<file path="src/rtl/audio_seq_pkg.sv">
// Shared types and register map for the audio write sequencer.
package audio_seq_pkg;

    localparam int ADDR_W = 5;
    localparam int DATA_W = 8;
    localparam int WAIT_W = ADDR_W + DATA_W;

    typedef enum logic [1:0] {
        OP_WRITE = 2'd0,
        OP_WAIT  = 2'd1,
        OP_MARK  = 2'd2,
        OP_NOP   = 2'd3
    } op_e;

    typedef struct packed {
        op_e               op;
        logic [ADDR_W-1:0] addr;
        logic [DATA_W-1:0] data;
    } cmd_t;

    typedef enum logic [1:0] {
        ST_IDLE    = 2'd0,
        ST_WR_HOLD = 2'd1,
        ST_WAITING = 2'd2
    } state_e;

    localparam logic [ADDR_W-1:0] V1_FREQ_LO = 5'd0;
    localparam logic [ADDR_W-1:0] V1_FREQ_HI = 5'd1;
    localparam logic [ADDR_W-1:0] V1_CTRL    = 5'd4;
    localparam logic [ADDR_W-1:0] V1_AD      = 5'd5;
    localparam logic [ADDR_W-1:0] V1_SR      = 5'd6;
    localparam logic [ADDR_W-1:0] MODE_VOL   = 5'd24;

    // A WAIT reuses both payload fields as one strobe count.
    function automatic logic [WAIT_W-1:0] wait_count(input cmd_t c);
        return {c.addr, c.data};
    endfunction

endpackage

</file>
<file path="src/rtl/sync_fifo.sv">
// Single-clock FIFO, head visible combinationally; registered level/full/empty, 1-cycle push-to-pop.
// Pushes while full are dropped; flush empties it in one cycle and wins over a same-cycle push or pop.
module sync_fifo #(
    parameter  int WIDTH = 8,
    parameter  int DEPTH = 16,
    localparam int AW    = $clog2(DEPTH)
) (
    input  logic             clk_i,
    input  logic             rst_i,
    input  logic             flush_i,
    input  logic             push_i,
    input  logic [WIDTH-1:0] wr_dat_i,
    input  logic             pop_i,
    output logic [WIDTH-1:0] rd_dat_o,
    output logic             full_o,
    output logic             empty_o,
    output logic             empty_nxt_o,
    output logic [AW:0]      level_o
);

    logic [WIDTH-1:0] mem_q [DEPTH];
    logic [AW-1:0]    wr_ptr_q, wr_ptr_d, rd_ptr_q, rd_ptr_d;
    logic [AW:0]      count_q, count_d;
    logic             full_q, full_d, empty_q, empty_d;
    logic             do_push, do_pop;

    assign do_push = push_i & ~full_q & ~flush_i;
    assign do_pop  = pop_i & ~empty_q & ~flush_i;

    always_comb begin
        wr_ptr_d = wr_ptr_q;
        rd_ptr_d = rd_ptr_q;
        count_d  = count_q;
        if (flush_i) begin
            wr_ptr_d = '0;
            rd_ptr_d = '0;
            count_d  = '0;
        end else begin
            if (do_push) wr_ptr_d = wr_ptr_q + AW'(1);
            if (do_pop)  rd_ptr_d = rd_ptr_q + AW'(1);
            case ({do_push, do_pop})
                2'b10:   count_d = count_q + (AW+1)'(1);
                2'b01:   count_d = count_q - (AW+1)'(1);
                default: count_d = count_q;
            endcase
        end
        full_d  = (count_d == (AW+1)'(DEPTH));
        empty_d = (count_d == '0);
    end

    always_ff @(posedge clk_i or posedge rst_i) begin
        if (rst_i) begin
            wr_ptr_q <= '0;
            rd_ptr_q <= '0;
            count_q  <= '0;
            full_q   <= 1'b0;
            empty_q  <= 1'b1;
        end else begin
            wr_ptr_q <= wr_ptr_d;
            rd_ptr_q <= rd_ptr_d;
            count_q  <= count_d;
            full_q   <= full_d;
            empty_q  <= empty_d;
        end
    end

    always_ff @(posedge clk_i) begin
        if (do_push) mem_q[wr_ptr_q] <= wr_dat_i;
    end

    assign rd_dat_o    = mem_q[rd_ptr_q];
    assign full_o      = full_q;
    assign empty_o     = empty_q;
    assign empty_nxt_o = empty_d;
    assign level_o     = count_q;

endmodule

</file>
<file path="src/rtl/audio_write_sequencer.sv">
// Queued register-write engine: WRITE reaches the bus one cycle after pop and is held until one cpu_en strobe samples it.
// Host backpressure is cmd_ready_o (FIFO not full); WAIT stalls the queue for n strobes, flush drops it.
module audio_write_sequencer
    import audio_seq_pkg::*;
#(
    parameter  int DEPTH = 16,
    localparam int LW    = $clog2(DEPTH) + 1
) (
    input  logic              clk8_i,
    input  logic              reset_i,
    input  logic              cpu_en_i,
    input  logic              cmd_valid_i,
    output logic              cmd_ready_o,
    input  logic [1:0]        cmd_op_i,
    input  logic [ADDR_W-1:0] cmd_addr_i,
    input  logic [DATA_W-1:0] cmd_data_i,
    input  logic              flush_i,
    output logic              rw_no,
    output logic [ADDR_W-1:0] addr_o,
    output logic [DATA_W-1:0] data_o,
    output logic              mark_o,
    output logic [DATA_W-1:0] mark_tag_o,
    output logic              busy_o,
    output logic [LW-1:0]     level_o
);

    state_e            state_q, state_d;
    logic [WAIT_W-1:0] cnt_q, cnt_d;
    logic              rw_no_q, rw_no_d, mark_q, mark_d, busy_q, busy_d;
    logic [ADDR_W-1:0] addr_q, addr_d;
    logic [DATA_W-1:0] data_q, data_d, tag_q, tag_d;

    cmd_t cmd_in, head;
    logic fifo_full, fifo_empty, fifo_empty_nxt, pop;

    assign cmd_in = cmd_t'({cmd_op_i, cmd_addr_i, cmd_data_i});
    // The queue only advances from IDLE, and never in a flush cycle.
    assign pop    = (state_q == ST_IDLE) & ~fifo_empty & ~flush_i;

    sync_fifo #(
        .WIDTH ($bits(cmd_t)),
        .DEPTH (DEPTH)
    ) u_fifo (
        .clk_i       (clk8_i),
        .rst_i       (reset_i),
        .flush_i     (flush_i),
        .push_i      (cmd_valid_i & cmd_ready_o),
        .wr_dat_i    (cmd_in),
        .pop_i       (pop),
        .rd_dat_o    (head),
        .full_o      (fifo_full),
        .empty_o     (fifo_empty),
        .empty_nxt_o (fifo_empty_nxt),
        .level_o     (level_o)
    );

    always_ff @(posedge clk8_i or posedge reset_i) begin
        if (reset_i) begin
            state_q <= ST_IDLE;
            cnt_q   <= '0;
            rw_no_q <= 1'b1;
            addr_q  <= '0;
            data_q  <= '0;
            mark_q  <= 1'b0;
            tag_q   <= '0;
            busy_q  <= 1'b0;
        end else begin
            state_q <= state_d;
            cnt_q   <= cnt_d;
            rw_no_q <= rw_no_d;
            addr_q  <= addr_d;
            data_q  <= data_d;
            mark_q  <= mark_d;
            tag_q   <= tag_d;
            busy_q  <= busy_d;
        end
    end

    always_comb begin
        state_d = state_q;
        cnt_d   = cnt_q;
        case (state_q)
            ST_IDLE: begin
                if (pop) begin
                    case (head.op)
                        OP_WRITE: state_d = ST_WR_HOLD;
                        OP_WAIT: begin
                            if (wait_count(head) != '0) begin
                                cnt_d   = wait_count(head);
                                state_d = ST_WAITING;
                            end
                        end
                        default: state_d = ST_IDLE;
                    endcase
                end
            end
            // Flush deliberately does not abort a held write.
            ST_WR_HOLD: begin
                if (cpu_en_i) state_d = ST_IDLE;
            end
            ST_WAITING: begin
                if (flush_i) begin
                    cnt_d   = '0;
                    state_d = ST_IDLE;
                end else if (cpu_en_i && cnt_q != '0) begin
                    cnt_d = cnt_q - WAIT_W'(1);
                    if (cnt_q == WAIT_W'(1)) state_d = ST_IDLE;
                end
            end
            default: state_d = ST_IDLE;
        endcase
    end

    always_comb begin
        rw_no_d = rw_no_q;
        addr_d  = addr_q;
        data_d  = data_q;
        mark_d  = 1'b0;
        tag_d   = tag_q;
        if (pop && head.op == OP_WRITE) begin
            addr_d  = head.addr;
            data_d  = head.data;
            rw_no_d = 1'b0;
        end else if (pop && head.op == OP_MARK) begin
            mark_d = 1'b1;
            tag_d  = head.data;
        end else if (state_q == ST_WR_HOLD && cpu_en_i) begin
            rw_no_d = 1'b1;
        end
        busy_d = (state_d != ST_IDLE) | ~fifo_empty_nxt;
    end

    assign cmd_ready_o = ~fifo_full;
    assign rw_no       = rw_no_q;
    assign addr_o      = addr_q;
    assign data_o      = data_q;
    assign mark_o      = mark_q;
    assign mark_tag_o  = tag_q;
    assign busy_o      = busy_q;

endmodule

</file>
<file path="config.mk">
export PLATFORM = sky130hd
export DESIGN_NAME = audio_write_sequencer
export DESIGN_NICKNAME = d
export VERILOG_FILES = /design/src/rtl/audio_seq_pkg.sv /design/src/rtl/sync_fifo.sv /design/src/rtl/audio_write_sequencer.sv
export SDC_FILE = /design/constraint.sdc
export NUM_CORES = 1
export LEC_CHECK = 0
export CAP_MARGIN = 10
export CORE_ASPECT_RATIO = 0.7
export CORE_MARGIN = 10
export CORE_UTILIZATION = 49
export DETAILED_ROUTE_END_ITERATION = 7
export PLACE_DENSITY = 0.67
export SETUP_SLACK_MARGIN = 0.2
export SYNTH_ARGS = -nofsm -noshare
export SYNTH_HDL_FRONTEND = slang
export SYNTH_HIERARCHICAL = 1
export SYNTH_SLANG_ARGS = --single-unit
</file>
<file path="constraint.sdc">
create_clock -name clk8_i -period 5.3 [get_ports clk8_i]
set_input_delay 1.59 -clock clk8_i [delete_from_list [all_inputs] [get_ports clk8_i]]
set_output_delay 1.59 -clock clk8_i [all_outputs]
set_load 0.1 [all_outputs]
</file>
Word-level counts from Yosys, hierarchy flattened
Memories as Yosys holds them, arrays and structs flattened.
Cells that the tools add are included.

storage, ports and cells
  register bits = 54
  memories kept = 1
  input port bits = 20
  memory bits (writable) = 240
  output and inout bits = 30

operators by class
  multiplexer cells = 27
  equality and inequality tests = 13
  $add $sub $neg = 5
  reduce and logical (&&, ||, !) cells = 17
  bitwise operators = 13

memories
  memory        depth  bits a word  read ports  clocked after Yosys merged registers in  write ports  RTL line         text
  u_fifo.mem_q  16     15           1           0                                        1            sync_fifo.sv:21  logic [WIDTH-1:0] mem_q [DEPTH];

operators by type and width
  cell                                                   count
  2-to-1 mux 13 bit                                      5
  case mux 13 bit (2 select lines)                       1
  nonzero test 13 bit                                    2
  2-to-1 mux 4 bit                                       4
  equality test 13 x 1 -> 1 bit (second input constant)  1
  subtractor 13 x 1 -> 13 bit (second input constant)    1
  2-to-1 mux 2 bit                                       6
  case mux 5 bit (2 select lines)                        1
  nonzero test 2 bit                                     5
  adder 4 x 1 -> 4 bit (second input constant)           2
  AND 1 bit                                              7
  2-to-1 mux 1 bit                                       7
  equality test 2 x 1 -> 1 bit (second input constant)   3
  equality test 2 bit (second input constant)            3
  case mux 2 bit (3 select lines)                        1
  adder 5 x 1 -> 5 bit (second input constant)           1
  equality test 5 bit (second input constant)            1
  zero test 5 bit                                        1
  2-to-1 mux 5 bit                                       1
  inverter 1 bit                                         5
  AND reduction 5 bit                                    1
  subtractor 5 x 1 -> 5 bit (second input constant)      1
  logical AND 1 bit                                      4
  zero test 2 bit                                        2
  other kinds (6)                                        9

Logic depth before layout (Yosys ltp)
Gate-level depths: netlist of run 1.

  depth after elaboration = 11
  gate-level depth with buffers = 13
  mapped depth without buffers = 13

By module
The synthesis of run 1 kept the hierarchy.

by module, submodules not included
  module                 times used  cells each  area an instance (um^2)  seq. area each (um^2)
  sync_fifo              1           446         10114.7                  7583.5
  audio_write_sequencer  1           191         2000.7                   977.2

Least setup slack after synthesis of run 1
No wires, ideal clock.

  path kind = in2reg
  start point = input port flush_i
  end point = register busy_q, in the netlist busy_o
  cell stages on the path = 12
  slack = 0.700 ns
  arrival = 4.468 ns
  library setup time = 0.132 ns
  cell sequence = or4_1 inv_1 nor2b_1 nor2b_1 ha_1 xor2_1 ha_1 nor3b_1 o32ai_1 xnor2_1 a41o_1 or3b_1

on the way
  word-level cells in the longest chain between the ends = 10
  elaborated cells between the ends (all ways) = 16

ends and longest elaborated chain
  element                                                                     RTL line                      text
  start, declared                                                             audio_write_sequencer.sv:17   input logic flush_i,
  inverter 1 bit *                                                            audio_write_sequencer.sv:38   assign pop = (state_q == ST_IDLE) & ~fifo_empty & ~flush_i;
  AND 1 bit *                                                                 audio_write_sequencer.sv:38
  via pop                                                                     audio_write_sequencer.sv:34   logic fifo_full, fifo_empty, fifo_empty_nxt, pop;
  AND 1 bit * (2 in series)                                                   sync_fifo.sv:28               assign do_pop = pop_i & ~empty_q & ~flush_i;
  equality test 2 x 1 -> 1 bit / equality test 2 bit (equally long branches)  sync_fifo.sv:41               case ({do_push, do_pop})
  case mux 5 bit (2 select lines) *                                           sync_fifo.sv:41
  2-to-1 mux 5 bit *                                                          sync_fifo.sv:34               if (flush_i) begin
  zero test 5 bit *                                                           sync_fifo.sv:48               empty_d = (count_d == '0);
  via fifo_empty_nxt                                                          audio_write_sequencer.sv:34
  inverter 1 bit *                                                            audio_write_sequencer.sv:130  busy_d = (state_d != ST_IDLE) | ~fifo_empty_nxt;
  OR 1 bit *                                                                  audio_write_sequencer.sv:130
  via busy_d                                                                  audio_write_sequencer.sv:29   logic rw_no_q, rw_no_d, mark_q, mark_d, busy_q, busy_d;
  end signal, assigned                                                        audio_write_sequencer.sv:75   busy_q <= busy_d;
  end, declared                                                               audio_write_sequencer.sv:29

The timed path passes the listed nets; every way through them passes the cells marked *.
A chain may end at the register's enable or synchronous reset.

Worst setup path in the final report of run 1
Ends and elaborated chain as after synthesis.

==> results of run 1 <==
[cell usage in the layout, fill, tap and decap left out, types with 4 or more instances in the layout]
cell type | synthesis | layout
edfxtp_1 | 240 | 240
dfrtp_1 | 52 | 50
clkdlybuf4s50_1 | 0 | 49
mux4_2 | 49 | 49
nor2_1 | 38 | 38
clkbuf_16 | 0 | 28
mux4_1 | 26 | 26
buf_4 | 2 | 25
mux2_2 | 19 | 19
inv_1 | 18 | 18
a21oi_1 | 16 | 16
nand2_1 | 15 | 15
o21ai_0 | 11 | 11
ha_1 | 11 | 11
clkinv_1 | 0 | 8
nor2b_1 | 7 | 7
o21ai_1 | 7 | 7
clkinv_2 | 0 | 7
xor2_1 | 7 | 7
nand2b_1 | 6 | 6
nor3_1 | 10 | 6
nand3_1 | 5 | 5
a31oi_1 | 5 | 5
a32oi_1 | 5 | 5
nor3_2 | 1 | 5
xnor2_1 | 5 | 5
nand4_1 | 4 | 4
bufinv_16 | 0 | 4
buf_12 | 0 | 4
[state kept, by name (all words and copies together), names as in the netlist]
name / flops
addr_o: 5
busy_o: 1
cnt_q: 13
data_o: 8
mark_o: 1
mark_tag_o: 8
rw_no: 1
state_q: 2
u_fifo/empty_o: 1
u_fifo/full_o: 1
u_fifo/level_o: 5
u_fifo/mem_q: 240
u_fifo/rd_ptr_q: 4
u_fifo/wr_ptr_q: 4
[synth_stat cells (10+ instances only)]
cell | number | area, sq um
ha_1 | 11 | 137.6
nor2_1 | 38 | 142.6
nor3_1 | 10 | 50.05
inv_1 | 18 | 67.56
mux4_2 | 49 | 1104
edfxtp_1 | 240 | 7207
nand2_1 | 15 | 56.30
mux4_1 | 26 | 683.2
o21ai_0 | 11 | 55.05
buf_2 | 13 | 65.06
a21oi_1 | 16 | 80.08
mux2_2 | 19 | 214.0
dfrtp_1 | 52 | 1301
[power by group through the flow]
stage	clock (uW)	combinational, uW	sequential [uW]
2_1_floorplan	0	281	3260
3_3_place_gp	0	1040	2770
3_5_place_dp	0	1060	2790
4_1_cts	2040	1070	2740
5_1_grt	2140	1110	2760
6_report	2010	1060	2740
[cell families (layout without fill, tap and decap cells)]
family / count (synthesis) / count (layout) / synth area share [%]
compound gates: 64 / 64 / 3.356
xor+xnor: 12 / 12 / 0.8675
fa+ha+maj: 11 / 11 / 1.136
buf+inv: 49 / 147 / 2.293
flops: 294 / 294 / 70.66
mux: 98 / 98 / 16.86
simple gates: 109 / 109 / 4.823
[layer usage]
metal / global-route usage, % / part of all wire (%) / vias to the layer above
li1: - / - / 2733
met5: 0 / 0 / -
met3: 3.318 / 7.2 / 37
met1: 24.39 / 45 / 3348
met4: 4.189 / 1.7 / 0
met2: 26.19 / 46 / 250
[metrics by stage]
stage	hold WS [ps]	instance area, sq um	setup WS (ps)
2_1_floorplan	483.5	12120	700.0
3_3_place_gp	474.2	13100	316.3
3_5_place_dp	485.6	13100	191.4
4_1_cts	500.2	14020	762.7
5_1_grt	518.7	14020	580.7
6_report	499.8	14020	721.7
[final timing paths]
kind,endpoint,slack (ps),cells past startpoint
max,busy_o,720,13
max reg2reg,cnt_q[10],1410,8
min,addr_o[2],500,1
max in group asynchronous,u_fifo/rd_ptr_q[0],3390,2
min in group asynchronous,u_fifo/rd_ptr_q[2],1450,2
min reg2reg,addr_o[2],500,1
[final cells by class]
class,instances,area [sq um],area share (%)
Sequential cell,294,8566,61.09
Tap cell,325,406.6,2.900
Multi-Input combinational cell,294,3297,23.51
Timing Repair Buffer,78,758.2,5.407
Clock inverter,20,215.2,1.535
Inverter,18,67.56,0.4818
Clock buffer,31,711.9,5.077
==> run_results.csv, run 1 <==
group,metric,value,unit
routing,drtPass1Iterations,5,
synthesis,synth_edf_count,240,
worst_setup_path,cp.buffers_inverters,2,
sta,fmax,218.4,MHz
placed_design,gp_congestion,0.8934,
placed_design,dp_hpwl,16980,microns
die,ios,50,
global_route,antenna_found_initial,0,
worst_setup_path,crit_chain,"clkdlybuf4s50_1 > or4_1 > inv_1 > nor2b_1 > nor2b_1 > ha_1 > xor2_1 > ha_1 > nor3b_1 > o32ai_1 > xnor2_1 > a41o_1 > or3b_1",
cells_and_area,final.fill_count,1801,
sta,fin_crit_sh,86.38,%
global_route,grt_usage,16.94,%
cells_and_area,drive_above_1_share,21.22,%
min_path,holdCritStartpoint,"addr_o[2]",
cells_and_area,num-nets-final,745,
pwr,power,5818,uW
global_route,grt_pass1_vias,6532,
status,status,"finished clean",
worst_setup_path,path_delay_family,"simple AND/OR/NAND/NOR gates",
clock_tree,root_buffer,"clkbuf_16",
worst_setup_path,cp_max_fo,7,
clock_tree,h-tree-depth,1,
sta,slew_headroom,26.93,%
synthesis,synth_top_flop_cell,"edfxtp_1",
placed_design,dp.cells,1009,
worst_setup_path,cp.required,5720,ps
sta,finalHoldViolations,0,
clock_tree,cts_sinks,294,
synthesis,ys_ff_latch,294,
worst_setup_path,worstPathArrival,5000,ps
synthesis,syn_inst,637,
die,coreArea,0.02450,sq mm
pwr,power.density,414.9,mW/mm^2
synthesis,yosys_warnings,6,
pwr,p_int,4084,uW
cells_and_area,diodes,0,
clock_tree,cts_hold_buf,0,
clock_tree,cts_max_path_buffers,3,
clock_tree,insertion_delay,550,ps
global_route,grt_pass1_wl,40960,microns
pwr,share_comb_of_total_power,18.3,%
routing,drc_errors,0,
pwr,seq_power_share,47.1,%
job,maxCapViolations,0,
pwr,netSwitchingPower,1734,uW
sta,drv_slew,0,
cells_and_area,final_cells,1060,
die,die_w,207.9,microns
die,die_y,151.6,microns
worst_setup_path,worstSetupPathType,"input port to flop",
cells_and_area,area_growth,15.74,%
worst_setup_path,worstSetupEndpointType,"flop",
routing,viasPerCell,6.008,
sta,finalCriticalPeriod,4578,ps
pwr,leakage,0.004708,uW
synthesis,netlist_area,0.01212,sq mm
die,start_util,49.44,%
routing,totalWireLength,26910,microns
die,dieArea,0.03152,sq mm
routing,drtAntennaViolNets,0,
routing,vias,6368,
global_route,overflow,0,
placed_design,port_buffers,49,
synthesis,synth_nets,668,
pwr,ir_worst_vdd,0.3034,mV
worst_setup_path,max_stage_delay,620,ps
sta,final-setup-viol-count,0,
routing,wl_per_cell,25.39,microns
min_path,hold_path.class,"flop to flop",
worst_setup_path,cp-startpoint,"flush_i",
die,fp-row-count,48,
synthesis,synthArstFlopShare,18.37,%
synthesis,synth.distinct_cells,60,
sta,skew,16.92,ps
routing,drt-initial-drc-count,579,
global_route,grt_max_degree,44,
worst_setup_path,slowest_stage,"or4_1",
pwr,clockPowerShare,34.6,%
clock_tree,cts_resized,0,
worst_setup_path,cp-start-kind,"input port",
sta,finalSetupTns,0,ps
synthesis,synth-seq-area-share,70.66,%
sta,grt_setup_unrepaired,"false",
clock_tree,numCtsBuffers,28,
clock_tree,clkTransAtPathRegs,70,ps
clock_tree,cts_setup_buffers,0,
pwr,swShare,29.81,%
clock_tree,cts_tree,"built",
synthesis,syn_avg_cell_area,19.02,sq um
cells_and_area,fin_util,57.23,%
worst_setup_path,worstReg2RegStart,"u_fifo/rd_ptr_q[0]",
sta,tightestPinTransition,1096,ps
Note: power is estimated with default switching activity, not from simulation.
==> inputs of run 2 (changes only) <==
--- a/config.mk
+++ b/config.mk
@@ -10,7 +10,8 @@
 export CORE_MARGIN = 10
 export CORE_UTILIZATION = 49
 export DETAILED_ROUTE_END_ITERATION = 7
-export PLACE_DENSITY = 0.67
+export DONT_BUFFER_PORTS = 1
+export PLACE_DENSITY = 0.64
 export SETUP_SLACK_MARGIN = 0.2
 export SYNTH_ARGS = -nofsm -noshare
 export SYNTH_HDL_FRONTEND = slang
==> run 2 against run 1 <==
Register-to-register slack got worse by 290 ps; power decreased by 2.6%; sequential share of layout area increased by 2.4 points; wire length decreased by 2.5%; largest cell class unchanged; worst setup slack improved by 70 ps; highest routed layer unchanged; first-iteration DRC count increased by 9.7%; sequential power increased by 19%; final area decreased by 3.7%; critical path depth unchanged; hold slack improved by 54 ps; critical path type unchanged; non-clock buffer count decreased by 54.
==> run_results.csv, run 2 (same netlist as run 1, synthesis figures left out) <==
group,metric,value,unit
status,status,"finished clean",
die,ios,50,
global_route,grt_busiest_layer,"met2",
routing,drtPass1Iterations,5,
sta,grt_setup_unrepaired,"false",
global_route,grt_usage,16.38,%
die,die_w,207.9,microns
job,maxCapViolations,0,
routing,vias,6141,
worst_setup_path,worstSetupEndpointType,"flop",
sta,skew,17.94,ps
cells_and_area,num-nets-final,690,
worst_setup_path,ff2ff_path_depth,9,
cells_and_area,largest_register_ffs,240,
die,fp-row-count,48,
global_route,use_met2,25.36,%
clock_tree,clkTransAtPathRegs,70,ps
die,coreArea,0.02450,sq mm
worst_setup_path,max_stage_delay,600,ps
routing,drt-initial-drc-count,635,
routing,wl_per_cell,26.10,microns
sta,fmax,221.8,MHz
global_route,grt_max_degree,64,
min_path,hold_path.class,"flop to flop",
die,start_util,49.44,%
clock_tree,cts_resized,0,
worst_setup_path,crit_cells,13,
global_route,grt_pass1_vias,6168,
pwr,ir_worst_vdd,0.3114,mV
clock_tree,insertion_delay,540,ps
cells_and_area,mostFrequentLayoutCell,"edfxtp_1",
worst_setup_path,worstPathArrival,4910,ps
clock_tree,cts_hold_buf,0,
clock_tree,cts_sinks,294,
global_route,grt_use_met3,3.686,%
cells_and_area,diodes,0,
global_route,overflow,0,
worst_setup_path,worstSetupPathType,"input port to flop",
die,dieArea,0.03152,sq mm
clock_tree,root_buffer,"clkbuf_16",
placed_design,port_buffers,0,
routing,drtAntennaViolNets,0,
clock_tree,h-tree-depth,1,
pwr,leakage,0.004515,uW
clock_tree,cts_max_path_buffers,3,
sta,drv_slew,0,
worst_setup_path,cp.buffers_inverters,2,
worst_setup_path,slowest_stage,"or4_1",
cells_and_area,drive_above_1_share,23.53,%
routing,viasPerCell,6.110,
clock_tree,cts_tree,"built",
placed_design,dp_hpwl,16020,microns
cells_and_area,top_register,"u_fifo/mem_q",
worst_setup_path,r2r_end,"cnt_q[8]",
worst_setup_path,crit_path_end,"busy_o",
sta,finalCriticalPeriod,4509,ps
pwr,power,5664,uW
worst_setup_path,cp_max_fo,21,
cells_and_area,reg_top3,"u_fifo/mem_q: 240 flops, cnt_q: 13 flops",
worst_setup_path,path_delay_family,"simple AND/OR/NAND/NOR gates",
sta,fin_crit_sh,85.07,%
worst_setup_path,cp.required,5700,ps
global_route,met1_usage,23.67,%
worst_setup_path,cp-startpoint,"flush_i",
worst_setup_path,cp-start-kind,"input port",
sta,finalHoldViolations,0,
worst_setup_path,worstReg2RegStart,"u_fifo/rd_ptr_q[0]",
routing,totalWireLength,26230,microns
clock_tree,numCtsBuffers,27,
sta,finalSetupTns,0,ps
worst_setup_path,crit_chain,"or4_1 > inv_1 > nor2b_1 > buf_4 > nor2b_1 > ha_1 > xor2_1 > ha_1 > nor3b_1 > o32ai_1 > xnor2_1 > a41o_1 > or3b_1",
global_route,antenna_found_initial,0,
sta,final-setup-viol-count,0,
routing,drc_errors,0,
sta,slew_headroom,22.99,%
die,die_y,151.6,microns
sta,tightestPinTransition,1155,ps
cells_and_area,area_growth,11.41,%
cells_and_area,mostFrequentLayoutCells,"edfxtp_1, dfrtp_1, mux4_2",
placed_design,gp_congestion,0.8492,
global_route,grt_pass1_wl,39250,microns
pwr,power.density,419.6,mW/mm^2
worst_setup_path,reg2reg_slack,1120,ps
clock_tree,cts_setup_buffers,0,
-- run 2: through the flow --
stage	std cells	util [%]	area [sq um]	hold slack, ps	setup WS (ps)
floorplan	637	-	12120	483.5	700.0
global placement	954	51.10	12520	539.0	519.6
detailed placement	954	51.10	12520	542.4	243.4
CTS	1004	54.97	13470	551.1	783.8
global route	1005	55.09	13500	592.9	603.6
finish	1005	55.09	13500	553.6	791.3
-- run 2: report_power, final --
group	internal (uW)	switching, uW
clock network	1200	833
logic	163	203
registers	2620	638
-- run 2: final cells by class --
type	instances	area [sq um]
Fill cell	1860	11010
Clock inverter	18	207.7
Inverter	18	67.56
Multi-Input combinational cell	294	3297
Sequential cell	294	8566
Timing Repair Buffer	24	212.7
Tap cell	325	406.6
Clock buffer	32	740.7
-- run 2: worst min-delay path by stage --
| stage | from | to | slack [ps] | cells after the start |
|---|---|---|---|---|
| finish | state_q[1] | state_q[0] | 550 | 1 |
| global route | state_q[1] | state_q[0] | 590 | 1 |
| CTS | state_q[1] | state_q[0] | 550 | 1 |
| detailed placement | state_q[1] | state_q[0] | 540 | 1 |
| global placement | state_q[1] | state_q[0] | 540 | 1 |
| floorplan | state_q[1] | state_q[0] | 480 | 1 |
-- run 2: layer usage --
layer,share of wire [%],vias to the layer above,routed length [microns]
met5,0,-,0
met4,1.4,0,372
met3,7.6,32,1999
met2,46,234,12060
met1,45,3251,11800
li1,-,2624,-
